==> config.mk <==
export PLATFORM = sky130hd
export DESIGN_NAME = issueque_int
export DESIGN_NICKNAME = d
export VERILOG_FILES = /design/src/rtl/issueque_int.sv
export SDC_FILE = /design/constraint.sdc
export NUM_CORES = 1
export LEC_CHECK = 0
export ABC_AREA = 1
export CAP_MARGIN = 10
export CORE_ASPECT_RATIO = 0.8
export CORE_MARGIN = 2
export CORE_UTILIZATION = 59
export CTS_CLUSTER_SIZE = 30
export DETAILED_ROUTE_END_ITERATION = 16
export PLACE_DENSITY_LB_ADDON = 0.08
export SYNTH_ARGS = -nofsm -noshare
export SYNTH_HDL_FRONTEND = slang
export SYNTH_SLANG_ARGS = --single-unit
==> constraint.sdc <==
create_clock -name clk -period 4.7 [get_ports clk]
set_clock_uncertainty 0.1 [all_clocks]
set_input_delay 1.175 -clock clk [delete_from_list [all_inputs] [get_ports clk]]
set_output_delay 1.175 -clock clk [all_outputs]
set_load 0.02 [all_outputs]
==> src/rtl/issueque_int.sv <==
// Four-entry age-ordered integer issue queue with CDB wakeup, same-cycle CDB bypass
// on dispatch, oldest-ready selection and compaction of younger entries on issue.
module issueque_int #(
    parameter int DATA_W = 32
) (
    input  logic              clk,
    input  logic              reset,
    input  logic              dispatch_en,
    input  logic [3:0]        dispatch_opcode,
    input  logic [DATA_W-1:0] dispatch_rsdata,
    input  logic [DATA_W-1:0] dispatch_rtdata,
    input  logic              dispatch_rsvalid,
    input  logic              dispatch_rtvalid,
    input  logic [5:0]        dispatch_rstag,
    input  logic [5:0]        dispatch_rttag,
    input  logic [5:0]        dispatch_rdtag,
    input  logic              flush,
    input  logic              cdb_valid,
    input  logic [5:0]        cdb_tagout,
    input  logic [DATA_W-1:0] cdb_out,
    input  logic              issue_int,
    output logic              ready_int,
    output logic [3:0]        issueque_opcode,
    output logic [DATA_W-1:0] issueque_rsdata,
    output logic [DATA_W-1:0] issueque_rtdata,
    output logic [5:0]        issueque_rdtag,
    output logic              dispatch_full
);

    localparam int DEPTH = 4;

    logic [DEPTH-1:0]  valid_p0, rsvalid_p0, rtvalid_p0;
    logic [3:0]        opcode_p0 [DEPTH];
    logic [DATA_W-1:0] rsdata_p0 [DEPTH];
    logic [DATA_W-1:0] rtdata_p0 [DEPTH];
    logic [5:0]        rstag_p0  [DEPTH];
    logic [5:0]        rttag_p0  [DEPTH];
    logic [5:0]        rdtag_p0  [DEPTH];
    logic [2:0]        count_p0;

    logic [DEPTH-1:0]  valid_nxt, rsvalid_nxt, rtvalid_nxt;
    logic [3:0]        opcode_nxt [DEPTH];
    logic [DATA_W-1:0] rsdata_nxt [DEPTH];
    logic [DATA_W-1:0] rtdata_nxt [DEPTH];
    logic [5:0]        rstag_nxt  [DEPTH];
    logic [5:0]        rttag_nxt  [DEPTH];
    logic [5:0]        rdtag_nxt  [DEPTH];
    logic [2:0]        count_nxt;

    logic [DEPTH-1:0]  ready_vec;
    logic [1:0]        sel;
    logic [2:0]        src [DEPTH];
    logic [2:0]        wr_idx;
    logic              issue_fire, accept;
    logic              byp_rs, byp_rt;

    function automatic logic tag_hit(input logic src_valid, input logic [5:0] src_tag,
                                     input logic bus_valid, input logic [5:0] bus_tag);
        return bus_valid && !src_valid && (src_tag == bus_tag);
    endfunction

    // Selection: oldest entry whose operands are both present
    always_comb begin
        ready_vec = valid_p0 & rsvalid_p0 & rtvalid_p0;
        sel = 2'd0;
        for (int i = DEPTH - 1; i >= 0; i--) begin
            if (ready_vec[i]) sel = 2'(i);
        end
    end

    assign ready_int     = |ready_vec;
    assign dispatch_full = (count_p0 == 3'(DEPTH));
    assign issue_fire    = issue_int && ready_int;
    assign accept        = dispatch_en && !dispatch_full;
    assign wr_idx        = count_p0 - {2'b00, issue_fire};
    assign byp_rs        = tag_hit(dispatch_rsvalid, dispatch_rstag, cdb_valid, cdb_tagout);
    assign byp_rt        = tag_hit(dispatch_rtvalid, dispatch_rttag, cdb_valid, cdb_tagout);

    always_comb begin
        issueque_opcode = '0;
        issueque_rsdata = '0;
        issueque_rtdata = '0;
        issueque_rdtag  = '0;
        if (ready_int) begin
            issueque_opcode = opcode_p0[sel];
            issueque_rsdata = rsdata_p0[sel];
            issueque_rtdata = rtdata_p0[sel];
            issueque_rdtag  = rdtag_p0[sel];
        end
    end

    // Each slot at or above the issued one pulls from its younger neighbour
    always_comb begin
        for (int j = 0; j < DEPTH; j++) begin
            src[j] = (issue_fire && (3'(j) >= {1'b0, sel})) ? 3'(j + 1) : 3'(j);
        end
    end

    always_comb begin
        count_nxt   = count_p0 - {2'b00, issue_fire} + {2'b00, accept};
        valid_nxt   = '0;
        rsvalid_nxt = '0;
        rtvalid_nxt = '0;
        for (int j = 0; j < DEPTH; j++) begin
            opcode_nxt[j] = '0;
            rsdata_nxt[j] = '0;
            rtdata_nxt[j] = '0;
            rstag_nxt[j]  = '0;
            rttag_nxt[j]  = '0;
            rdtag_nxt[j]  = '0;
            if (src[j] < 3'(DEPTH)) begin
                valid_nxt[j]   = valid_p0[src[j][1:0]];
                rsvalid_nxt[j] = rsvalid_p0[src[j][1:0]];
                rtvalid_nxt[j] = rtvalid_p0[src[j][1:0]];
                opcode_nxt[j]  = opcode_p0[src[j][1:0]];
                rsdata_nxt[j]  = rsdata_p0[src[j][1:0]];
                rtdata_nxt[j]  = rtdata_p0[src[j][1:0]];
                rstag_nxt[j]   = rstag_p0[src[j][1:0]];
                rttag_nxt[j]   = rttag_p0[src[j][1:0]];
                rdtag_nxt[j]   = rdtag_p0[src[j][1:0]];
                if (valid_nxt[j] && tag_hit(rsvalid_nxt[j], rstag_nxt[j], cdb_valid, cdb_tagout)) begin
                    rsvalid_nxt[j] = 1'b1;
                    rsdata_nxt[j]  = cdb_out;
                end
                if (valid_nxt[j] && tag_hit(rtvalid_nxt[j], rttag_nxt[j], cdb_valid, cdb_tagout)) begin
                    rtvalid_nxt[j] = 1'b1;
                    rtdata_nxt[j]  = cdb_out;
                end
            end
        end
        if (accept) begin
            valid_nxt[wr_idx[1:0]]   = 1'b1;
            opcode_nxt[wr_idx[1:0]]  = dispatch_opcode;
            rsvalid_nxt[wr_idx[1:0]] = dispatch_rsvalid || byp_rs;
            rtvalid_nxt[wr_idx[1:0]] = dispatch_rtvalid || byp_rt;
            rsdata_nxt[wr_idx[1:0]]  = byp_rs ? cdb_out : dispatch_rsdata;
            rtdata_nxt[wr_idx[1:0]]  = byp_rt ? cdb_out : dispatch_rtdata;
            rstag_nxt[wr_idx[1:0]]   = dispatch_rstag;
            rttag_nxt[wr_idx[1:0]]   = dispatch_rttag;
            rdtag_nxt[wr_idx[1:0]]   = dispatch_rdtag;
        end
    end

    // State register: reset and flush clear only the occupancy, payload follows next-state
    always_ff @(posedge clk) begin
        if (reset || flush) begin
            valid_p0 <= '0;
            count_p0 <= '0;
        end else begin
            valid_p0 <= valid_nxt;
            count_p0 <= count_nxt;
        end
        rsvalid_p0 <= rsvalid_nxt;
        rtvalid_p0 <= rtvalid_nxt;
        opcode_p0  <= opcode_nxt;
        rsdata_p0  <= rsdata_nxt;
        rtdata_p0  <= rtdata_nxt;
        rstag_p0   <= rstag_nxt;
        rttag_p0   <= rttag_nxt;
        rdtag_p0   <= rdtag_nxt;
    end

endmodule

# == Yosys cells after proc, flatten, opt, wreduce, memory -nomap -nowiden ==
# Index checks and enable logic that the tools add are counted.
# Widths: inputs -> output; s select.
# word_totals
elab_cells,319
register_bits,359
inputBits,132
# op_classes
reduce_logical,50
magnitude_cmp,20
eq_ne,11
mux,199
bitwise,9
add_sub_neg,2
# op_table
op,count
$mux 32,41
$bmux 32 s2,10
$bwmux 128,2
$mux 128,2
$mux 6,40
$bmux 6 s2,13
$mux 4,19
$bwmux 24,3
$mux 24,3
$demux 32 s2,1
$eq 6x6->1,10
$bmux 4 s2,5
$logic_and 1x1->1,35
$mux 1,35
$bmux 1 s2,12
$ge 3x3->1 const B,6
$lt 2x3->1 const B,6
$bwmux 16,1
$mux 16,1
$not 2->3,5
$demux 6 s2,1
$logic_not 1->1,11
$mux 2,5
$and 4x4->4,2
other kinds (17),22

# == Depth between registers and ports, before layout ==
# depth
depth_word,20
depth_mapped,19

# == Worst setup path after synthesis ==
# Ideal clock, no wire load.
# synth_timing
path_kind,input to register
from,in issue_int
to,reg opcode_p0[15] (netlist name)
required_time_ps,4471
path_buffers,5
setup_slack_ps,1036
arrival_ps,3435
stages,14
path_cell_list,inv_1 -> nor2_2 -> buf_4 -> buf_4 -> clkbuf_1 -> ha_1 -> ha_1 -> inv_1 -> nor3_2 -> inv_1 -> clkbuf_1 -> clkbuf_1 -> o211ai_1 -> o21ai_0
# synth_rtl
element,line_no,rtl
from (decl),21,"input logic issue_int,"
to (signal assigned),155,opcode_p0 <= opcode_nxt;
to (decl),33,logic [3:0] opcode_p0 [DEPTH];

# == Worst setup path after layout ==
# layout_timing
from,reg rsvalid_p0[2]
to,out issueque_rsdata[24]
# layout_between
elab_chain_cells,10
word_cells_on_any_way,11
cone_classes,7 x mux; 3 x bitwise; 1 x reduce/logical
# layout_lines
element,line_no,rtl
from (decl),32,"logic [DEPTH-1:0] valid_p0, rsvalid_p0, rtvalid_p0;"
from (signal assigned),153,rsvalid_p0 <= rsvalid_nxt;
$and 4x4->4 (*) (2 in series),64,ready_vec = valid_p0 & rsvalid_p0 & rtvalid_p0;
$mux 2 (3 in series),67,if (ready_vec[i]) sel = 2'(i);
$not 2->3 (not written as such),86,issueque_rsdata = rsdata_p0[sel];
$bmux 32 s2,86,
$mux 32 (not written as such) (2 in series),86,
$mux 32 (*),84,if (ready_int) begin
to (decl),24,"output logic [DATA_W-1:0] issueque_rsdata,"
# Every way passes the cells marked *; elsewhere a longest branch is shown, timed or not. The select of a mux whose other input is x is not followed.

==> impl_metrics.prom <==
# TYPE chip_impl_metric gauge
chip_impl_info{name="outcome",value="complete, no violations"} 1
chip_impl_metric{name="finalMaxSlewViolations",unit=""} 0
chip_impl_metric{name="firstDrtPassIters",unit=""} 10
chip_impl_metric{name="cp_data_required_time",unit="ps"} 3420
chip_impl_metric{name="setup_viols_final",unit=""} 0
chip_impl_metric{name="coreArea",unit="µm²"} 39280
chip_impl_metric{name="placed_wire_length_estimate",unit="µm"} 53770
chip_impl_metric{name="worst-path-buf-inv",unit=""} 5
chip_impl_metric{name="timing.max_cap.violations",unit=""} 0
chip_impl_info{name="timing.critical_path.to_type",value="primary output"} 1
chip_impl_metric{name="grt_util_all_layers",unit=""} 0.4236
chip_impl_metric{name="maximum_cell_stage_delay_along_the_critical_path",unit="ps"} 660
chip_impl_metric{name="synth-seq-area-share",unit=""} 0.3072
chip_impl_metric{name="fp.dieW",unit="µm"} 226.6
chip_impl_metric{name="grt_max_degree",unit=""} 159
chip_impl_metric{name="cts_buffers",unit=""} 40
chip_impl_metric{name="drc",unit=""} 0
chip_impl_info{name="timing.critical_path.mode_cell",value="sky130_fd_sc_hd__a21oi_1"} 1
chip_impl_metric{name="report.final.hold_viol_count",unit=""} 0
chip_impl_metric{name="insertedDiodeCount",unit=""} 0
chip_impl_metric{name="worstMarginPinSlew",unit="ps"} 1123
chip_impl_info{name="cp_top_family",value="buffers and inverters"} 1
chip_impl_metric{name="holdBufCountCts",unit=""} 0
chip_impl_metric{name="grt_first_pass_wirelength",unit="µm"} 137300
chip_impl_info{name="grt_setup_unrepaired",value="false"} 1
chip_impl_metric{name="clock_sinks",unit=""} 359
chip_impl_metric{name="initial_antenna_violation_count",unit=""} 2
chip_impl_metric{name="avgViaCountPerCell",unit=""} 5.982
chip_impl_metric{name="ys_types",unit=""} 46
chip_impl_metric{name="wl_per_cell",unit="µm"} 19.69
chip_impl_info{name="class_of_the_tightest_hold_or_removal_check",value="flop to flop"} 1
chip_impl_metric{name="reg2reg_setup_slack",unit="ps"} 1320
chip_impl_metric{name="vias",unit=""} 27210
chip_impl_metric{name="worst-path-max-fanout",unit=""} 31
chip_impl_metric{name="synth_seq_cells",unit=""} 359
chip_impl_metric{name="drt_wl_total",unit="µm"} 89590
chip_impl_metric{name="drt_first_iter_violations",unit=""} 4317
chip_impl_metric{name="initial_util",unit=""} 0.5955
chip_impl_metric{name="power.ir.vdd_worst",unit="V"} 0.0003421
chip_impl_metric{name="critical_path_arrival",unit="ps"} 3410
chip_impl_info{name="slowest_cp_cell",value="sky130_fd_sc_hd__clkdlybuf4s50_1"} 1
chip_impl_metric{name="synth-edff-count",unit=""} 0
chip_impl_metric{name="maximum_number_of_buffers_from_clock_root_to_sink",unit=""} 3
chip_impl_metric{name="warnings_synthesis",unit=""} 0
chip_impl_metric{name="die_area",unit="µm²"} 41260
chip_impl_metric{name="synthesis.nets",unit=""} 4095
chip_impl_info{name="chain_of_cells_forming_the_critical_path",value="nand3_2 -> nand2_1 -> inv_1 -> nor2_4 -> buf_6 -> inv_2 -> buf_4 -> a21oi_1 -> o21ai_0 -> a21oi_1 -> clkdlybuf4s50_1"} 1
chip_impl_metric{name="io_pins",unit=""} 208
chip_impl_metric{name="postLayoutCellArea",unit="µm²"} 27110
chip_impl_metric{name="gp_congestion",unit=""} 0.9191
chip_impl_metric{name="areaGrowthSynthToFinish",unit="%"} 15.88
chip_impl_metric{name="power_density",unit="nW/µm²"} 481.1
chip_impl_info{name="cts.root.buffer_cell",value="sky130_fd_sc_hd__clkbuf_16"} 1
chip_impl_metric{name="fin_crit",unit="ps"} 4687
chip_impl_info{name="timing.setup.critical_path_class",value="flop to primary output"} 1
chip_impl_metric{name="layout.core_utilization",unit=""} 0.6900
chip_impl_metric{name="placementRows",unit=""} 65
chip_impl_metric{name="cts.reportedPaths.clkPinSlew",unit="ps"} 60
chip_impl_metric{name="synthesis.area",unit="µm²"} 23390
chip_impl_metric{name="layout-drive-gt1-share",unit=""} 0.05009
chip_impl_metric{name="grt_pass1_vias",unit=""} 24830
chip_impl_metric{name="place_area",unit="µm²"} 25750
chip_impl_metric{name="fmax",unit="MHz"} 213.3
chip_impl_metric{name="die_height",unit="µm"} 182.1
chip_impl_metric{name="synth-async-reset-ratio",unit=""} 0
chip_impl_info{name="critical_path.startpoint_type",value="flop"} 1
chip_impl_metric{name="leakagePower",unit="nW"} 13.58
chip_impl_metric{name="drt.antenna.violating_nets",unit=""} 0
chip_impl_metric{name="nets",unit=""} 4124
chip_impl_metric{name="max_slew_margin",unit=""} 0.2511
chip_impl_metric{name="io_buffers",unit=""} 207
chip_impl_info{name="synth_ff_type",value="sky130_fd_sc_hd__dfxtp_1"} 1
chip_impl_metric{name="post_synth.cell_area_avg",unit="µm²"} 5.908
chip_impl_metric{name="share_of_the_clock_period_used_by_the_worst_path",unit=""} 0.9973
chip_impl_metric{name="fillCellCount",unit=""} 3627
chip_impl_metric{name="post_synth_inst_count",unit=""} 3959
chip_impl_info{name="cts_tree",value="yes"} 1
chip_impl_metric{name="final.hold.worst_slack",unit="ps"} 346.9
chip_impl_metric{name="worst_skew_pair.late_latency",unit="ps"} 560
chip_impl_metric{name="htreeDepth",unit=""} 2
chip_impl_metric{name="grt-ovfl-total",unit=""} 0
## registers in the layout, summed over array words and instances (netlist names)
signal / cells
rsvalid_p0: 4
rstag_p0: 24
rtvalid_p0: 4
rtdata_p0: 128
rdtag_p0: 24
opcode_p0: 16
rsdata_p0: 128
valid_p0: 4
rttag_p0: 24
count_p0: 3
## metrics by stage
| stage | instances | setup WS, ps | setup TNS [ps] | power (mW) |
|---|---|---|---|---|
| after global routing | 4549 | 16.89 | 0 | 13.89 |
| after global placement | 4482 | 496.6 | 0 | 9.540 |
| after detailed placement | 4482 | 420.7 | 0 | 9.635 |
| after CTS | 4549 | -23.20 | -47.57 | 12.81 |
| after floorplan | 3959 | 1036 | 0 | 8.369 |
| final | 4549 | 12.81 | 0 | 13.04 |
## timing repair
| action | in CTS | in global routing |
|---|---|---|
| gates resized for setup | 0 | 27 |
| cloned | 0 | 0 |
| endpoints found under the hold margin | 0 | 0 |
| endpoints found under the setup margin | 3 | 49 |
| setup buffers | 0 | 0 |
## layer usage
metal / GRT usage / wire length, µm
met1: 0.5685 / 34960
met2: 0.6191 / 36810
met3: 0.1460 / 14370
met4: 0.1742 / 3421
met5: 0 / 27
## layout make-up
cell class / instances / area (µm²) / area share
Clock buffer: 54 / 1135 / 0.04187
Clock inverter: 13 / 140.1 / 0.005170
Inverter: 517 / 1949 / 0.07192
Multi-Input combinational cell: 2789 / 13110 / 0.4838
Sequential cell: 359 / 7187 / 0.2651
Timing Repair Buffer: 281 / 2910 / 0.1074
Tap cell: 536 / 670.6 / 0.02474
## cell usage after synthesis (2+ instances only)
cell                        instances  share of area
sky130_fd_sc_hd__ha_1               4         0.0021
sky130_fd_sc_hd__o22ai_1           26         0.0070
sky130_fd_sc_hd__xor2_1            24         0.0090
sky130_fd_sc_hd__nand4_1            2        0.00053
sky130_fd_sc_hd__buf_2             76          0.016
sky130_fd_sc_hd__inv_2              7         0.0011
sky130_fd_sc_hd__mux2i_1            8         0.0034
sky130_fd_sc_hd__a221oi_1           2        0.00075
sky130_fd_sc_hd__nand3_1          529           0.11
sky130_fd_sc_hd__inv_1            505          0.081
sky130_fd_sc_hd__nand2_2            7         0.0019
sky130_fd_sc_hd__clkinv_1           5        0.00080
sky130_fd_sc_hd__nand3_2            2        0.00086
sky130_fd_sc_hd__dfxtp_1          359           0.31
sky130_fd_sc_hd__nor3_2             4         0.0017
sky130_fd_sc_hd__nand2_1         1160           0.19
sky130_fd_sc_hd__clkbuf_1         185          0.030
sky130_fd_sc_hd__nor2_2             8         0.0021
sky130_fd_sc_hd__o211ai_1          48          0.015
sky130_fd_sc_hd__nor4_1             4         0.0011
sky130_fd_sc_hd__nand3b_1           5         0.0016
sky130_fd_sc_hd__nor3_4             2         0.0014
sky130_fd_sc_hd__o21ai_1          108          0.023
sky130_fd_sc_hd__buf_1             19         0.0030
sky130_fd_sc_hd__a31oi_1           17         0.0045
sky130_fd_sc_hd__o2111ai_1          4         0.0015
sky130_fd_sc_hd__a21oi_1          228          0.049
sky130_fd_sc_hd__a22oi_1            4         0.0013
sky130_fd_sc_hd__nor2_1            65          0.010
sky130_fd_sc_hd__nand2_4            2        0.00096
sky130_fd_sc_hd__buf_4              8         0.0026
sky130_fd_sc_hd__nor3_1             2        0.00043
sky130_fd_sc_hd__or2_2              5         0.0013
sky130_fd_sc_hd__nor2_4             4         0.0019
sky130_fd_sc_hd__o21ai_0          505           0.11
sky130_fd_sc_hd__buf_6              6         0.0029
## cell usage in the layout (no fill, tap or decap), drive strengths merged, types with 2 or more instances in the layout
cell	n
nand2	1169
o21ai	613
nand3	532
inv	511
dfxtp	359
a21oi	228
clkdlybuf4s50	192
nor2	77
buf	74
clkbuf	54
o211ai	49
o22ai	26
xor2	24
a31oi	17
clkinv	16
dlymetal6s2s	15
mux2i	8
nor3	8
nand3b	5
or2	5
nor4	4
o2111ai	4
a22oi	4
ha	4
nand4	4
bufinv	3
a221oi	2
## power by group
| part | internal, mW | total (mW) | switching, mW |
|---|---|---|---|
| Combinational | 1.76 | 4.71 | 2.95 |
| Clock | 1.85 | 3.21 | 1.36 |
| Sequential | 4.36 | 5.12 | 0.755 |
| Total | 7.97 | 13.0 | 5.07 |
## cells by family after synthesis
family,count (synthesis),share of synthesized area
xor+xnor,25,0.009361
fa+ha+maj,4,0.002140
mux,9,0.003905
simple gates,1806,0.3284
compound gates,945,0.2116
buf+inv,811,0.1374
flops,359,0.3072
## worst reg2reg max path, cell delays in order (launching register included)
cell                      delay (ps)
sky130_fd_sc_hd__dfxtp_1         460
sky130_fd_sc_hd__nand3_2         200
sky130_fd_sc_hd__nand4_4         350
sky130_fd_sc_hd__nand3_4         450
sky130_fd_sc_hd__buf_4           370
sky130_fd_sc_hd__nand2_1          90
sky130_fd_sc_hd__nand2_1          70
sky130_fd_sc_hd__nand2_1          70
sky130_fd_sc_hd__nand2_1          80
sky130_fd_sc_hd__nand3_1          90
sky130_fd_sc_hd__buf_4           350
sky130_fd_sc_hd__nor2_4          160
sky130_fd_sc_hd__inv_2           220
sky130_fd_sc_hd__nand2_1          70
sky130_fd_sc_hd__nand3_1          80
sky130_fd_sc_hd__nand2_1          50
## worst paths after layout
| path | start | endpoint | depth (start not counted) |
|---|---|---|---|
| min | count_p0[2] | count_p0[2] | 1 |
| max | rsvalid_p0[2] | issueque_rsdata[24] | 11 |
| min reg2reg | count_p0[2] | count_p0[2] | 1 |
| max reg2reg | rsvalid_p0[0] | rsdata_p0[32] | 15 |
No activity file was read; power rests on OpenSTA's default activity.
